`src/rtl/instr_encoder.sv`:
```
// instr_encoder: program loader that turns field-level commands into RV32I words
// and streams them into instruction memory at consecutive word addresses.
// An optional HALT word (opcode 7'b1111111) terminates the program.
// Optional feature macro: IMM_CHECK_EN (immediate range checking drives err).
module instr_encoder #(
    parameter int unsigned ADDR_W    = 9,
    parameter int unsigned BASE_ADDR = 0
) (
    input  logic              clk,
    input  logic              rst_n,
    input  logic              restart,
    input  logic              cmd_valid,
    output logic              cmd_ready,
    input  logic [2:0]        cmd_class,
    input  logic [2:0]        cmd_funct3,
    input  logic              cmd_f7b5,
    input  logic [4:0]        cmd_rd,
    input  logic [4:0]        cmd_rs1,
    input  logic [4:0]        cmd_rs2,
    input  logic [31:0]       cmd_imm,
    input  logic              cmd_last,
    output logic              imem_we,
    output logic [ADDR_W-1:0] imem_addr,
    output logic [31:0]       imem_wdata,
    output logic              busy,
    output logic              done,
    output logic              overflow,
    output logic              err
);

    localparam logic [ADDR_W-1:0] BASE      = ADDR_W'(BASE_ADDR);
    localparam logic [ADDR_W-1:0] LAST_ADDR = '1;
    localparam logic [31:0]       HALT_WORD = 32'h0000_007F;

    localparam logic [2:0] CLS_R    = 3'd0;
    localparam logic [2:0] CLS_I    = 3'd1;
    localparam logic [2:0] CLS_LD   = 3'd2;
    localparam logic [2:0] CLS_ST   = 3'd3;
    localparam logic [2:0] CLS_BR   = 3'd4;
    localparam logic [2:0] CLS_LUI  = 3'd5;
    localparam logic [2:0] CLS_JAL  = 3'd6;

    localparam logic [6:0] OP_R     = 7'b0110011;
    localparam logic [6:0] OP_I     = 7'b0010011;
    localparam logic [6:0] OP_LD    = 7'b0000011;
    localparam logic [6:0] OP_ST    = 7'b0100011;
    localparam logic [6:0] OP_BR    = 7'b1100011;
    localparam logic [6:0] OP_LUI   = 7'b0110111;
    localparam logic [6:0] OP_JAL   = 7'b1101111;
    localparam logic [6:0] OP_JALR  = 7'b1100111;

    typedef enum logic [1:0] {
        S_IDLE,
        S_WRITE,
        S_HALT,
        S_DONE
    } state_e;

    state_e            state_q, state_d;
    logic [ADDR_W-1:0] addr_q, addr_d;
    logic              we_q, we_d;
    logic [31:0]       wdata_q, wdata_d;
    logic              last_q, last_d;
    logic              ready_q, ready_d;
    logic              busy_q, busy_d;
    logic              done_q, done_d;
    logic              ovf_q, ovf_d;
    logic              accept_c;

    // Shift-immediate forms of OP-IMM carry funct7[5] in the upper immediate bits.
    function automatic logic is_shift(input logic [2:0] f3);
        return (f3 == 3'b001) || (f3 == 3'b101);
    endfunction

    // Assemble the 32-bit word; immediates are simply truncated to their fields.
    function automatic logic [31:0] encode(
        input logic [2:0]  cls,
        input logic [2:0]  f3,
        input logic        f7b5,
        input logic [4:0]  rd,
        input logic [4:0]  rs1,
        input logic [4:0]  rs2,
        input logic [31:0] imm
    );
        logic [31:0] w;
        case (cls)
            CLS_R:   w = {1'b0, f7b5, 5'b0, rs2, rs1, f3, rd, OP_R};
            CLS_I: begin
                if (is_shift(f3)) w = {1'b0, f7b5, 5'b0, imm[4:0], rs1, f3, rd, OP_I};
                else              w = {imm[11:0], rs1, f3, rd, OP_I};
            end
            CLS_LD:  w = {imm[11:0], rs1, f3, rd, OP_LD};
            CLS_ST:  w = {imm[11:5], rs2, rs1, f3, imm[4:0], OP_ST};
            CLS_BR:  w = {imm[12], imm[10:5], rs2, rs1, f3, imm[4:1], imm[11], OP_BR};
            CLS_LUI: w = {imm[31:12], rd, OP_LUI};
            CLS_JAL: w = {imm[20], imm[10:1], imm[11], imm[19:12], rd, OP_JAL};
            default: w = {imm[11:0], rs1, 3'b000, rd, OP_JALR};
        endcase
        return w;
    endfunction

    // ready_q is only ever high in IDLE, so it doubles as the state qualifier.
    assign accept_c = cmd_valid & ready_q & ~restart;

    // Next-state and next-output logic.
    always_comb begin
        state_d = state_q;
        addr_d  = addr_q;
        we_d    = 1'b0;
        wdata_d = wdata_q;
        last_d  = last_q;
        ovf_d   = ovf_q;
        if (restart) begin
            state_d = S_IDLE;
            addr_d  = BASE;
            last_d  = 1'b0;
            ovf_d   = 1'b0;
        end else begin
            case (state_q)
                S_IDLE: begin
                    if (accept_c) begin
                        state_d = S_WRITE;
                        we_d    = 1'b1;
                        wdata_d = encode(cmd_class, cmd_funct3, cmd_f7b5,
                                         cmd_rd, cmd_rs1, cmd_rs2, cmd_imm);
                        last_d  = cmd_last;
                    end
                end
                S_WRITE: begin
                    if (addr_q == LAST_ADDR) begin
                        // No room left for another word, HALT included.
                        state_d = S_DONE;
                        ovf_d   = 1'b1;
                    end else begin
                        addr_d = addr_q + ADDR_W'(1);
                        if (last_q) begin
                            state_d = S_HALT;
                            we_d    = 1'b1;
                            wdata_d = HALT_WORD;
                        end else begin
                            state_d = S_IDLE;
                        end
                    end
                end
                S_HALT:  state_d = S_DONE;
                default: state_d = S_DONE;
            endcase
        end
        ready_d = (state_d == S_IDLE);
        busy_d  = (state_d == S_WRITE) || (state_d == S_HALT);
        done_d  = (state_d == S_DONE);
    end

    // State and registered outputs.
    always_ff @(posedge clk or negedge rst_n) begin
        if (!rst_n) begin
            state_q <= S_IDLE;
            addr_q  <= BASE;
            we_q    <= 1'b0;
            wdata_q <= 32'h0;
            last_q  <= 1'b0;
            ready_q <= 1'b0;
            busy_q  <= 1'b0;
            done_q  <= 1'b0;
            ovf_q   <= 1'b0;
        end else begin
            state_q <= state_d;
            addr_q  <= addr_d;
            we_q    <= we_d;
            wdata_q <= wdata_d;
            last_q  <= last_d;
            ready_q <= ready_d;
            busy_q  <= busy_d;
            done_q  <= done_d;
            ovf_q   <= ovf_d;
        end
    end

`ifdef IMM_CHECK_EN
    logic err_q;

    // True when the immediate cannot be represented by the class's field.
    function automatic logic imm_bad(input logic [2:0] cls, input logic [2:0] f3,
                                     input logic [31:0] imm);
        logic fits12, fits13, fits21;
        fits12 = (imm[31:11] == '0) || (imm[31:11] == '1);
        fits13 = (imm[31:12] == '0) || (imm[31:12] == '1);
        fits21 = (imm[31:20] == '0) || (imm[31:20] == '1);
        case (cls)
            CLS_R:   return 1'b0;
            CLS_I:   return is_shift(f3) ? (|imm[31:5]) : !fits12;
            CLS_BR:  return imm[0] | !fits13;
            CLS_LUI: return |imm[11:0];
            CLS_JAL: return imm[0] | !fits21;
            default: return !fits12;
        endcase
    endfunction

    // Sticky range error, sampled with the command at accept.
    always_ff @(posedge clk or negedge rst_n) begin
        if (!rst_n) begin
            err_q <= 1'b0;
        end else if (restart) begin
            err_q <= 1'b0;
        end else if (accept_c && imm_bad(cmd_class, cmd_funct3, cmd_imm)) begin
            err_q <= 1'b1;
        end
    end

    assign err = err_q;
`else
    assign err = 1'b0;
`endif

    assign cmd_ready  = ready_q;
    assign imem_we    = we_q;
    assign imem_addr  = addr_q;
    assign imem_wdata = wdata_q;
    assign busy       = busy_q;
    assign done       = done_q;
    assign overflow   = ovf_q;

endmodule

```
`config.mk`:
```
export PLATFORM = sky130hd
export DESIGN_NAME = instr_encoder
export DESIGN_NICKNAME = d
export VERILOG_FILES = /design/src/rtl/instr_encoder.sv
export SDC_FILE = /design/constraint.sdc
export NUM_CORES = 1
export LEC_CHECK = 0
export ABC_CLOCK_PERIOD_IN_PS = 3000
export BUFFER_PORTS_ARGS = -buffer_cell sky130_fd_sc_hd__clkbuf_2
export CAP_MARGIN = 5
export CORE_ASPECT_RATIO = 1.2
export CORE_MARGIN = 8
export CORE_UTILIZATION = 48
export CTS_CLUSTER_DIAMETER = 200
export DETAILED_ROUTE_END_ITERATION = 12
export PLACE_DENSITY_LB_ADDON = 0.05
export SLEW_MARGIN = 20
export SYNTH_ARGS = -nofsm -noshare
export SYNTH_HDL_FRONTEND = slang
export SYNTH_SLANG_ARGS = --single-unit
```
`constraint.sdc`:
```
create_clock -name clk -period 3 [get_ports clk]
set_input_delay 0.45 -clock clk [delete_from_list [all_inputs] [get_ports clk]]
set_output_delay 0.45 -clock clk [all_outputs]
set_load 0.01 [all_outputs]
```
After elaboration in Yosys (flattened, before gate mapping)
Index checks and enable logic that the tools add are counted.
- mux-type cells: 25
- $add $sub $neg: 1
- eq/ne operators: 17
- reductions and logical operators: 14
- bitwise logic cells: 3
- operators with widths (cell ; count):
    $pmux 32 s7 ; 1
    $mux 32 ; 4
    $pmux 32 s2 ; 1
    $mux 9 ; 3
    $eq 3x3->1 const B ; 4
    $mux 1 ; 10
    $reduce_bool 2->1 ; 5
    $add 9x1->9 const B ; 1
    $eq 9x9->1 const B ; 1
    $mux 2 ; 4
    $ne 2x2->1 const B ; 4
    $eq 3x1->1 const B ; 2
    $eq 3x2->1 const B ; 2
    $reduce_and 2->1 ; 3
    $reduce_and 5->1 ; 1
    $eq 2x1->1 const B ; 2
    $eq 2x2->1 const B ; 2
    $logic_not 2->1 ; 2
    $pmux 2 s2 ; 1
    $logic_not 3->1 ; 1
    $and 1x1->1 ; 2
    $logic_or 1x1->1 ; 2
    $pmux 1 s2 ; 1
    $not 1->1 ; 1
- bits in registers: 49
- word-level logic and storage cells: 69
- bits of input ports: 59
- output and inout bits: 47

Depth between registers and ports, before layout
Gate-level depths: netlist of run 1.
- depth in word-level cells: 7
- gate-level depth with buffers: 9
- gate-level depth less buffers: 9

Least setup slack after synthesis of run 1
OpenSTA, ideal clock, no wires.
- path kind: register -> register
- start point: register addr_q[0] (netlist: imem_addr[0])
- end point: register wdata_q[26] (netlist: imem_wdata[26])
- setup time: 126 ps
- path buffers: 1
- stages on the path, launching flop included: 9
- slack: 775 ps
- arrival: 2099 ps
- period minus slack after synthesis: 2225 ps
- required time: 2874 ps
- cell sequence: dfrtp_1 ha_1 and3_1 and3_1 ha_1 nand3b_1 a21o_4 buf_6 a221o_1
- longest elaborated chain between the ends: 3
- ends and longest elaborated chain (item ; RTL line ; RTL):
    from (decl) ; 60 ; logic [ADDR_W-1:0] addr_q, addr_d;
    from (signal assigned) ; 168 ; addr_q <= addr_d;
    $eq 9x9->1 ; 130 ; if (addr_q == LAST_ADDR) begin
    $ne 2x2->1 (no line) ; -- ;
    $reduce_and 5->1 (no line) ; -- ;
    to (signal assigned) ; 170 ; wdata_q <= wdata_d;
    to (decl) ; 62 ; logic [31:0] wdata_q, wdata_d;
No other way between the ends.
A chain may end at the register's enable or synchronous reset.

Worst setup path in the final report of run 1
- start point: register addr_q[0] (netlist: imem_addr[0])
- end point: register wdata_q[23] (netlist: imem_wdata[23])
Same word-level chain as after synthesis.

==> impl_metrics.tcl, run 1 <==
set metrics [dict create \
    fmax_mhz 426 \
    synth_edf_count 0 \
    grt_pass1_vias 2117 \
    cts_tree "built" \
    die_area_mm2 0.00787 \
    drt_iter0_markers 108 \
    rsz0062_at_grt "false" \
    power_density_mw_per_mm2 530 \
    max_slew_margin 0.410 \
    routed_via_density 5.44 \
    synth_top_family_by_area "compound AO/OA/AOI/OAI gates" \
    io_pins 106 \
    synth_top_area_cell "dfrtp_1" \
    numCtsBuffers 5 \
    globalRouteOverflowTotal 0 \
    layout_min_cycle_time_ns 2.35 \
    drv_slew 0 \
    regToRegSetupSlack_ns 0.65 \
    cp.required_ns 3.20 \
    cts.clk_slew.worst_paths_ns 0.10 \
    syn-cell-area_mm2 0.00253 \
    drt_first_pass_iters 4 \
    synth_area_leaders "dfrtp_1, mux2i_1, a221o_1" \
    timing.rr.start "imem_addr[0]$_DFFE_PN0P_" \
    status "finished, final reports clean" \
    max_slew.worst_pin.slew_ns 0.882 \
    cap_viol_max_count 0 \
    crit_path_max_incr_delay_ns 0.43 \
    synth_simple_gate_area_frac 0.163 \
    syn_area_per_cell_um2 10.3 \
    synth_top_area_share 0.474 \
    yosys_warnings 0 \
    cts_setup_buffers 0 \
    fillers 480 \
    ys_types 47 \
    grt_pass1_wl_um 10300 \
    cp_max_fo 26 \
    clock_path_buffers 2 \
    hold_path_class "in2async" \
    drtAntennaViolNets 0 \
    drc 0 \
    finalSetupTns_ns 0 \
    cts_resized 0 \
    syn2layout_area_growth_pct 23.5 \
    cp-end-kind "flip-flop" \
    syn-num-nets 310 \
    cts_num_sinks 48 \
    clkLatencyLatePin_ns 0.31 \
    peakVddDrop_mv 0.252 \
    setup_viol 0 \
    synth.ff_latch_count 48 \
    postRouteWirelength_um 6770 \
    grt_max_degree 27 \
    wl_per_cell_um 16.7 \
    antenna_cells 0 \
    io_buffers 104 \
    antenna_found_initial 0 \
    final_nets 406 \
    synthTopCellsByCount "dfrtp_1, nor2_1, nand2_1" \
    worstSetupStartpoint "imem_addr[0]$_DFFE_PN0P_" \
    cp-start-kind "flip-flop" \
    htree_levels 2 \
    vias 2205 \
    slowest_stage "dfrtp_1" \
    globalplace.congestion 0.782 \
    dp_hpwl_um 5220 \
    dieHeight_um 95.6 \
    rows 29 \
    synthAdderAreaFrac 0.0247 \
    finalCritPeriodShare 0.782 \
    synthArstFlopShare 1.00 \
    root_buffer "clkbuf_8" \
    whs_ns 0.121 \
    hold_buffers 0 \
    synth_most_common_cell "dfrtp_1" \
    drive_above_1_share 0.353 \
    die_w_um 82.3 \
    synth-xor-area-share 0.0311 \
    hold_viol 0 \
    p_leak_nw 1.63 \
    regArea_mm2 0.00120 \
    synth.area.mux_share 0.0642 \
    critPathKind "reg2reg" \
    seq_area_frac_synth 0.474 \
    synth_compound_area_frac 0.188 \
    ys.flop_type "dfrtp_1" \
    core_area_mm2 0.00519 \
    skew_ns 0.0190 \
    synth_cells 246 \
    start_util 0.488 \
    worstPathArrival_ns 2.55 \
    worstPathCellList "ha_1, and3_1, and3_1, ha_1, nand3b_1, a21o_4, and2_0, a221o_1" \
    multi_input_comb_area_mm2 0.00120 \
    r2r_cells 8 \
    track_usage 0.170 \
]
==> kinds of logic (layout without fill, tap and decap cells) <==
group	after synthesis	in the layout
AO/OA/AOI/OAI	64	64
XOR/XNOR	9	9
adder cells (fa/ha/maj)	5	5
buffers and inverters	23	120
flip-flops	48	48
multiplexers	15	15
other	1	1
AND/OR/NAND/NOR	81	81
==> layer usage <==
layer / global-route usage / part of all wire
met1: 0.200 / 0.39
met2: 0.281 / 0.50
met3: 0.0472 / 0.087
met4: 0.0704 / 0.022
met5: 0 / 0
==> sequential cells by signal, summed over array words and instances, names as in the netlist <==
name        count
busy            1
done            1
cmd_ready       1
state_q         2
last_q          1
imem_addr       9
overflow        1
imem_we         1
imem_wdata     31
==> area by class of cell <==
cell class              instances  area share
well taps                      62      0.0248
flip-flops and latches         48       0.384
multi-input cells             175       0.383
clock inverters                 2     0.00480
inverters                       7     0.00840
repair buffers                105       0.169
clock buffers                   6      0.0264
==> worst max-delay path: cells and delay by family (launching register included) <==
family	cells	cell delay (ns)
compound gates	2	0.60
fa+ha+maj	2	0.46
flops	1	0.43
simple gates	4	0.75
==> power breakdown <==
part	internal (mW)	switching, mW	total (mW)
clock	0.187	0.223	0.409
sequential	0.752	0.0628	0.814
combinational	0.198	0.236	0.434
total	1.14	0.521	1.66
==> worst paths after layout <==
kind	end
setup / recovery	imem_wdata[23]$_DFFE_PN0P_
hold / removal	imem_wdata[11]$_DFFE_PN0P_
hold reg to reg	imem_wdata[18]$_DFFE_PN0P_
max in group asynchronous	cmd_ready$_DFF_PN0_
setup reg to reg	imem_wdata[23]$_DFFE_PN0P_
min in group clk	imem_wdata[29]$_DFFE_PN0P_
==> placed cells by master (no fill, tap or decap), drive strengths merged, types with 8 or more instances in the layout <==
| cell type | n |
|---|---|
| nand2 | 20 |
| mux2i | 15 |
| and2 | 11 |
| a221o | 10 |
| o21ai | 17 |
| nor2 | 23 |
| a22o | 8 |
| clkbuf | 110 |
| dfrtp | 48 |
| a21oi | 10 |
==> through the flow <==
stage	total power, mW	instances	util	setup WS, ns	area [um2]
3_3_place_gp	1.26	397	0.584	0.706	3030
3_5_place_dp	1.27	397	0.584	0.658	3030
6_report	1.66	405	0.603	0.654	3130
5_1_grt	1.75	405	0.603	0.509	3130
2_1_floorplan	1.07	246	-	0.775	2530
4_1_cts	1.68	405	0.603	0.652	3130
Power figures use the tool's default switching activity.
==> inputs of run 2 (changes only) <==
ABC_AREA = 1   (was not set)
ABC_CLOCK_PERIOD_IN_PS = 2000   (was 3000)
CORE_UTILIZATION = 44   (was 48)
clock period = 2 ns   (was 3 ns; I/O delays follow)
==> impl_metrics.tcl, run 2 <==
set metrics [dict create \
    drc 0 \
    postRouteWirelength_um 7940 \
    layout_setup_ws_ns 0.0935 \
    final_nets 530 \
    fmax_mhz 525 \
    power_density_mw_per_mm2 812 \
    drtAntennaViolNets 0 \
    core_area_mm2 0.00567 \
    cts_tree "built" \
    fin_util 0.627 \
    syn_area_per_cell_um2 7.55 \
    p_leak_nw 2.02 \
    violations "negative hold slack" \
    drt_first_pass_iters 4 \
    synth_top_area_cell "dfrtp_1" \
    ys.flop_type "dfrtp_1" \
    synth_cells 344 \
    globalRouteOverflowTotal 0 \
    power_mw 2.88 \
    vias 2674 \
    wl_per_cell_um 14.5 \
    drt_iter0_markers 105 \
    finalCritPeriodShare 0.953 \
    cp-start-kind "flip-flop" \
    cp_max_fo 8 \
    final_cell_mix "nand2_1, clkbuf_2, dfrtp_1, nand3_1, inv_1" \
    dp_cells 533 \
    clkLatencyLatePin_ns 0.30 \
    grt_pass1_wl_um 12300 \
    max_slew_margin 0.579 \
    status "complete, but fails checks" \
    io_buffers 104 \
    die_w_um 86.2 \
    rows 30 \
    drv_slew 0 \
    track_usage 0.177 \
    setup_viol 0 \
    syn2layout_area_growth_pct 36.7 \
    synth.ff_latch_count 48 \
    dieHeight_um 100 \
    hold_path_class "in2async" \
    postLayoutCellArea_mm2 0.00355 \
    cp-end-kind "flip-flop" \
    largest_reg_flops 31 \
    root_buffer "clkbuf_8" \
    die_area_mm2 0.00863 \
    io_pins 106 \
    grt_max_degree 34 \
    syn-cell-area_mm2 0.00260 \
    worstPathArrival_ns 2.10 \
    globalplace.congestion 0.829 \
    antenna_found_initial 0 \
    dp_hpwl_um 5870 \
    htree_levels 2 \
    synth_edf_count 0 \
    synthArstFlopShare 1.00 \
    cap_viol_max_count 0 \
    synth_most_common_cell "nand2_1" \
    routed_via_density 4.90 \
    layout_min_cycle_time_ns 1.91 \
    clock_path_buffers 2 \
    final_common_cell "nand2_1" \
    skew_ns 0.00911 \
    cts.clk_slew.worst_paths_ns 0.09 \
    numCtsBuffers 5 \
    cp.required_ns 2.20 \
    grt_pass1_vias 2715 \
    synth_area_leaders "dfrtp_1, nand2_1, nand3_1" \
    max_slew.worst_pin.slew_ns 0.632 \
    final_cells 546 \
    antenna_cells 0 \
    cts_num_sinks 48 \
    synthTopCellsByCount "nand2_1, dfrtp_1, nand3_1" \
    hold_viol 1 \
    critPathKind "reg2reg" \
    preCtsSetupSlack_ns 0.0580 \
    yosys_warnings 0 \
    seq_area_frac_synth 0.462 \
    syn-num-nets 408 \
    dpl_cell_area_mm2 0.00330 \
    peakVddDrop_mv 0.479 \
    synth_top_area_share 0.462 \
    drive_above_1_share 0.352 \
    start_util 0.458 \
    whs_ns -0.000420 \
    ys_types 30 \
]
## run 2: cell types whose count changed after synthesis, sizes merged, moves of 5 or more
cell,before,now
xor2,7,0
nand4,2,8
clkbuf,6,1
a221o,10,0
nand3,2,49
nand2,20,133
a22o,8,0
inv,7,35
and2,11,0
mux2i,15,0
## run 2: path summary, 6_finish.rpt
kind,slack (ns),endpoint,start,cells past startpoint
setup / recovery,0.09,imem_wdata[27]$_DFFE_PN0P_,imem_addr[1]$_DFFE_PN0P_,13
hold / removal,-0.0004,imem_wdata[22]$_DFFE_PN0P_,rst_n,1
setup reg to reg,0.09,imem_wdata[27]$_DFFE_PN0P_,imem_addr[1]$_DFFE_PN0P_,13
hold reg to reg,0.48,imem_wdata[14]$_DFFE_PN0P_,imem_wdata[14]$_DFFE_PN0P_,2
max in group asynchronous,1.43,imem_wdata[17]$_DFFE_PN0P_,rst_n,2
min in group clk,0.22,imem_wdata[28]$_DFFE_PN0P_,cmd_imm[8],3
## run 2: report_power, final
group	switching [mW]	internal (mW)	leakage, nW	total [mW]
Combinational	0.542	0.414	1.36	0.955
Sequential	0.119	1.18	0.608	1.30
Clock	0.318	0.309	0.0503	0.626
Total	0.978	1.91	2.02	2.88
## run 2: layout make-up
type                            count  area [um2]
Multi-Input combinational cell    250        1250
Inverter                           35         134
Timing Repair Buffer              126         767
Fill cell                         540        2110
Clock buffer                        7        96.3
Sequential cell                    48        1200
Tap cell                           80         100
## run 2: stage by stage
stage	TNS [ns]	hold WS (ns)
2_1_floorplan	0	0.00441
3_3_place_gp	0	0.346
3_5_place_dp	0	0.353
4_1_cts	0	0.0215
5_1_grt	-0.261	0.0517
6_report	0	-0.000420
## run 2: cells by family after synthesis
group,after synthesis,synth area share
buffers and inverters,46,0.0775
other,1,0.00144
AO/OA/AOI/OAI,33,0.0732
adder cells (fa/ha/maj),5,0.0241
AND/OR/NAND/NOR,211,0.362
flip-flops,48,0.462
## run 2: per-layer routing
metal / wire length (um) / global-route usage / vias to the layer above
li1: - / - / 1344
met1: 3140 / 0.189 / 1238
met2: 4180 / 0.331 / 84
met3: 515 / 0.0450 / 8
met4: 110 / 0.0473 / 0
met5: 0 / 0 / -
## run 2: repair_timing
item                       in CTS  in global routing
gates resized for setup         0                 14
buffers inserted                0                  2
hold buffers                    0                  0
setup endpoints to repair       0                 35
## run 2: critical path: stages, from the launching register on
cell	delay, ns
dfrtp_1	0.39
ha_2	0.19
nand2_2	0.06
inv_2	0.05
nand3_4	0.08
nor3_4	0.05
ha_2	0.21
nand2_2	0.08
nand3_2	0.06
inv_2	0.08
nand3_4	0.14
clkbuf_16	0.21
a21oi_1	0.13
nand2_1	0.07
==> inputs of run 3 (changes only) <==
ABC_CLOCK_PERIOD_IN_PS = 2050   (was 2000)
CORE_UTILIZATION = 48   (was 44)
SETUP_SLACK_MARGIN = 0.3   (was not set)
clock period = 2.05 ns   (was 2 ns; I/O delays follow)
==> impl_metrics.tcl, run 3 (synthesis results as in run 2) <==
set metrics [dict create \
    die_area_mm2 0.00803 \
    setup_viol 0 \
    cap_viol_max_count 0 \
    cts.clk_slew.worst_paths_ns 0.09 \
    cp.required_ns 2.30 \
    worstPathArrival_ns 2.21 \
    rsz0062_at_grt "true" \
    cp-end-kind "flip-flop" \
    dieHeight_um 96.6 \
    root_buffer "clkbuf_8" \
    cts_num_sinks 48 \
    antenna_cells 0 \
    dpl_cell_area_mm2 0.00325 \
    wl_per_cell_um 15.9 \
    finalCritPeriodShare 0.959 \
    drtAntennaViolNets 0 \
    postLayoutCellArea_mm2 0.00385 \
    clock_path_buffers 2 \
    drv_slew 0 \
    grt_pass1_wl_um 13000 \
    hold_viol 0 \
    syn2layout_area_growth_pct 48.1 \
    p_leak_nw 2.12 \
    power_density_mw_per_mm2 787 \
    cp-start-kind "flip-flop" \
    crit_path_max_incr_delay_ns 0.36 \
    cts_tree "built" \
    start_util 0.494 \
    grt_max_degree 30 \
    crit_family "simple AND/OR/NAND/NOR gates" \
    drive_above_1_share 0.449 \
    postRouteWirelength_um 8470 \
    core_area_mm2 0.00526 \
    numCtsBuffers 5 \
    htree_levels 2 \
    drt_first_pass_iters 4 \
    vias 2783 \
    slowest_stage "dfrtp_1" \
    clkLatencyLatePin_ns 0.31 \
    track_usage 0.193 \
    drt_iter0_markers 121 \
    final_nets 535 \
    peakVddDrop_mv 0.551 \
    die_w_um 83.2 \
    io_buffers 104 \
    rows 29 \
    routed_via_density 5.21 \
    layout_setup_ws_ns 0.0837 \
    layout_min_cycle_time_ns 1.97 \
    final_cell_mix "clkbuf_2, nand2_1, dfrtp_1, nand3_1, inv_1" \
    fillers 439 \
    antenna_found_initial 0 \
    skew_ns 0.00531 \
    final_common_cell "clkbuf_2" \
    dp_hpwl_um 5790 \
    globalRouteOverflowTotal 0 \
    path_buf_inv 5 \
    globalplace.congestion 0.860 \
    drc 0 \
    grt_pass1_vias 2782 \
    preCtsSetupSlack_ns 0.0492 \
    max_slew.worst_pin.slew_ns 0.563 \
    io_pins 106 \
    hold_path_class "in2reg" \
    max_slew_margin 0.625 \
    largest_reg_flops 31 \
    status "finished, final reports clean" \
    fmax_mhz 509 \
    critPathKind "reg2reg" \
    cp_max_fo 5 \
    worstPathCellList "ha_2, nand2_2, inv_2, nand3_4, nor3_4, ha_4, nand2_2, nand3_2, inv_2, nand3_4, buf_6, buf_12, nand2_4, nand2_2, inv_2, nand2_1" \
]
-- run 3: final cells by class --
class	count	area [um2]	area share
Clock buffer	7	86.3	0.0224
Clock inverter	1	7.51	0.00195
Inverter	35	134	0.0348
Multi-Input combinational cell	250	1490	0.388
Sequential cell	48	1200	0.312
Tap cell	62	77.6	0.0202
Timing Repair Buffer	131	850	0.221
-- run 3: final timing paths --
check	slack [ns]	startpoint	to	cells after the start
max reg2reg	0.08	imem_addr[1]$_DFFE_PN0P_	imem_wdata[30]$_DFFE_PN0P_	16
min in group asynchronous	0.52	rst_n	imem_wdata[29]$_DFFE_PN0P_	2
min reg2reg	0.49	imem_wdata[15]$_DFFE_PN0P_	imem_wdata[15]$_DFFE_PN0P_	2
min	0.23	cmd_imm[10]	imem_wdata[30]$_DFFE_PN0P_	3
max	0.08	imem_addr[1]$_DFFE_PN0P_	imem_wdata[30]$_DFFE_PN0P_	16
max in group asynchronous	0.99	rst_n	done$_DFF_PN0_	3
-- run 3: routing by layer --
| layer | share of wire | vias to the layer above | GRT usage |
|---|---|---|---|
| met5 | 0 | - | 0 |
| met4 | 0.026 | 0 | 0.0637 |
| met3 | 0.053 | 19 | 0.0537 |
| met2 | 0.55 | 90 | 0.345 |
| met1 | 0.38 | 1318 | 0.212 |
| li1 | - | 1356 | - |
-- run 3: worst reg2reg max path: cells and delay by family, from the launching register on --
kind	cells	cell delay [ns]
adders and majority gates	2	0.40
buffers and inverters	5	0.40
DFF	1	0.36
and+or+nand+nor	9	0.75
-- run 3: through the flow --
stage,power (mW),util,hold slack (ns),TNS (ns),std cells
2_1_floorplan,1.76,-,0.0119,0,344
3_3_place_gp,2.16,0.617,0.316,0,504
3_5_place_dp,2.18,0.617,0.325,0,504
4_1_cts,2.85,0.673,0.219,0,526
5_1_grt,3.21,0.732,0.238,-0.360,534
6_report,3.03,0.732,0.228,0,534
-- run 3: timing repair --
| item | CTS | global route |
|---|---|---|
| resized for setup | 12 | 60 |
| buffers inserted | 11 | 6 |
| hold buffers | 1 | 0 |
| endpoints found under the setup margin | 42 | 44 |
| pin swaps | 5 | 11 |
| gates cloned | 2 | 2 |
| hold endpoints to repair | 19 | 0 |
-- run 3: power by group --
part	leakage [nW]	switching, mW	total, mW	internal [mW]
clock network	0.0445	0.324	0.598	0.275
registers	0.606	0.175	1.33	1.16
logic	1.47	0.591	1.10	0.508
total	2.12	1.09	3.03	1.94
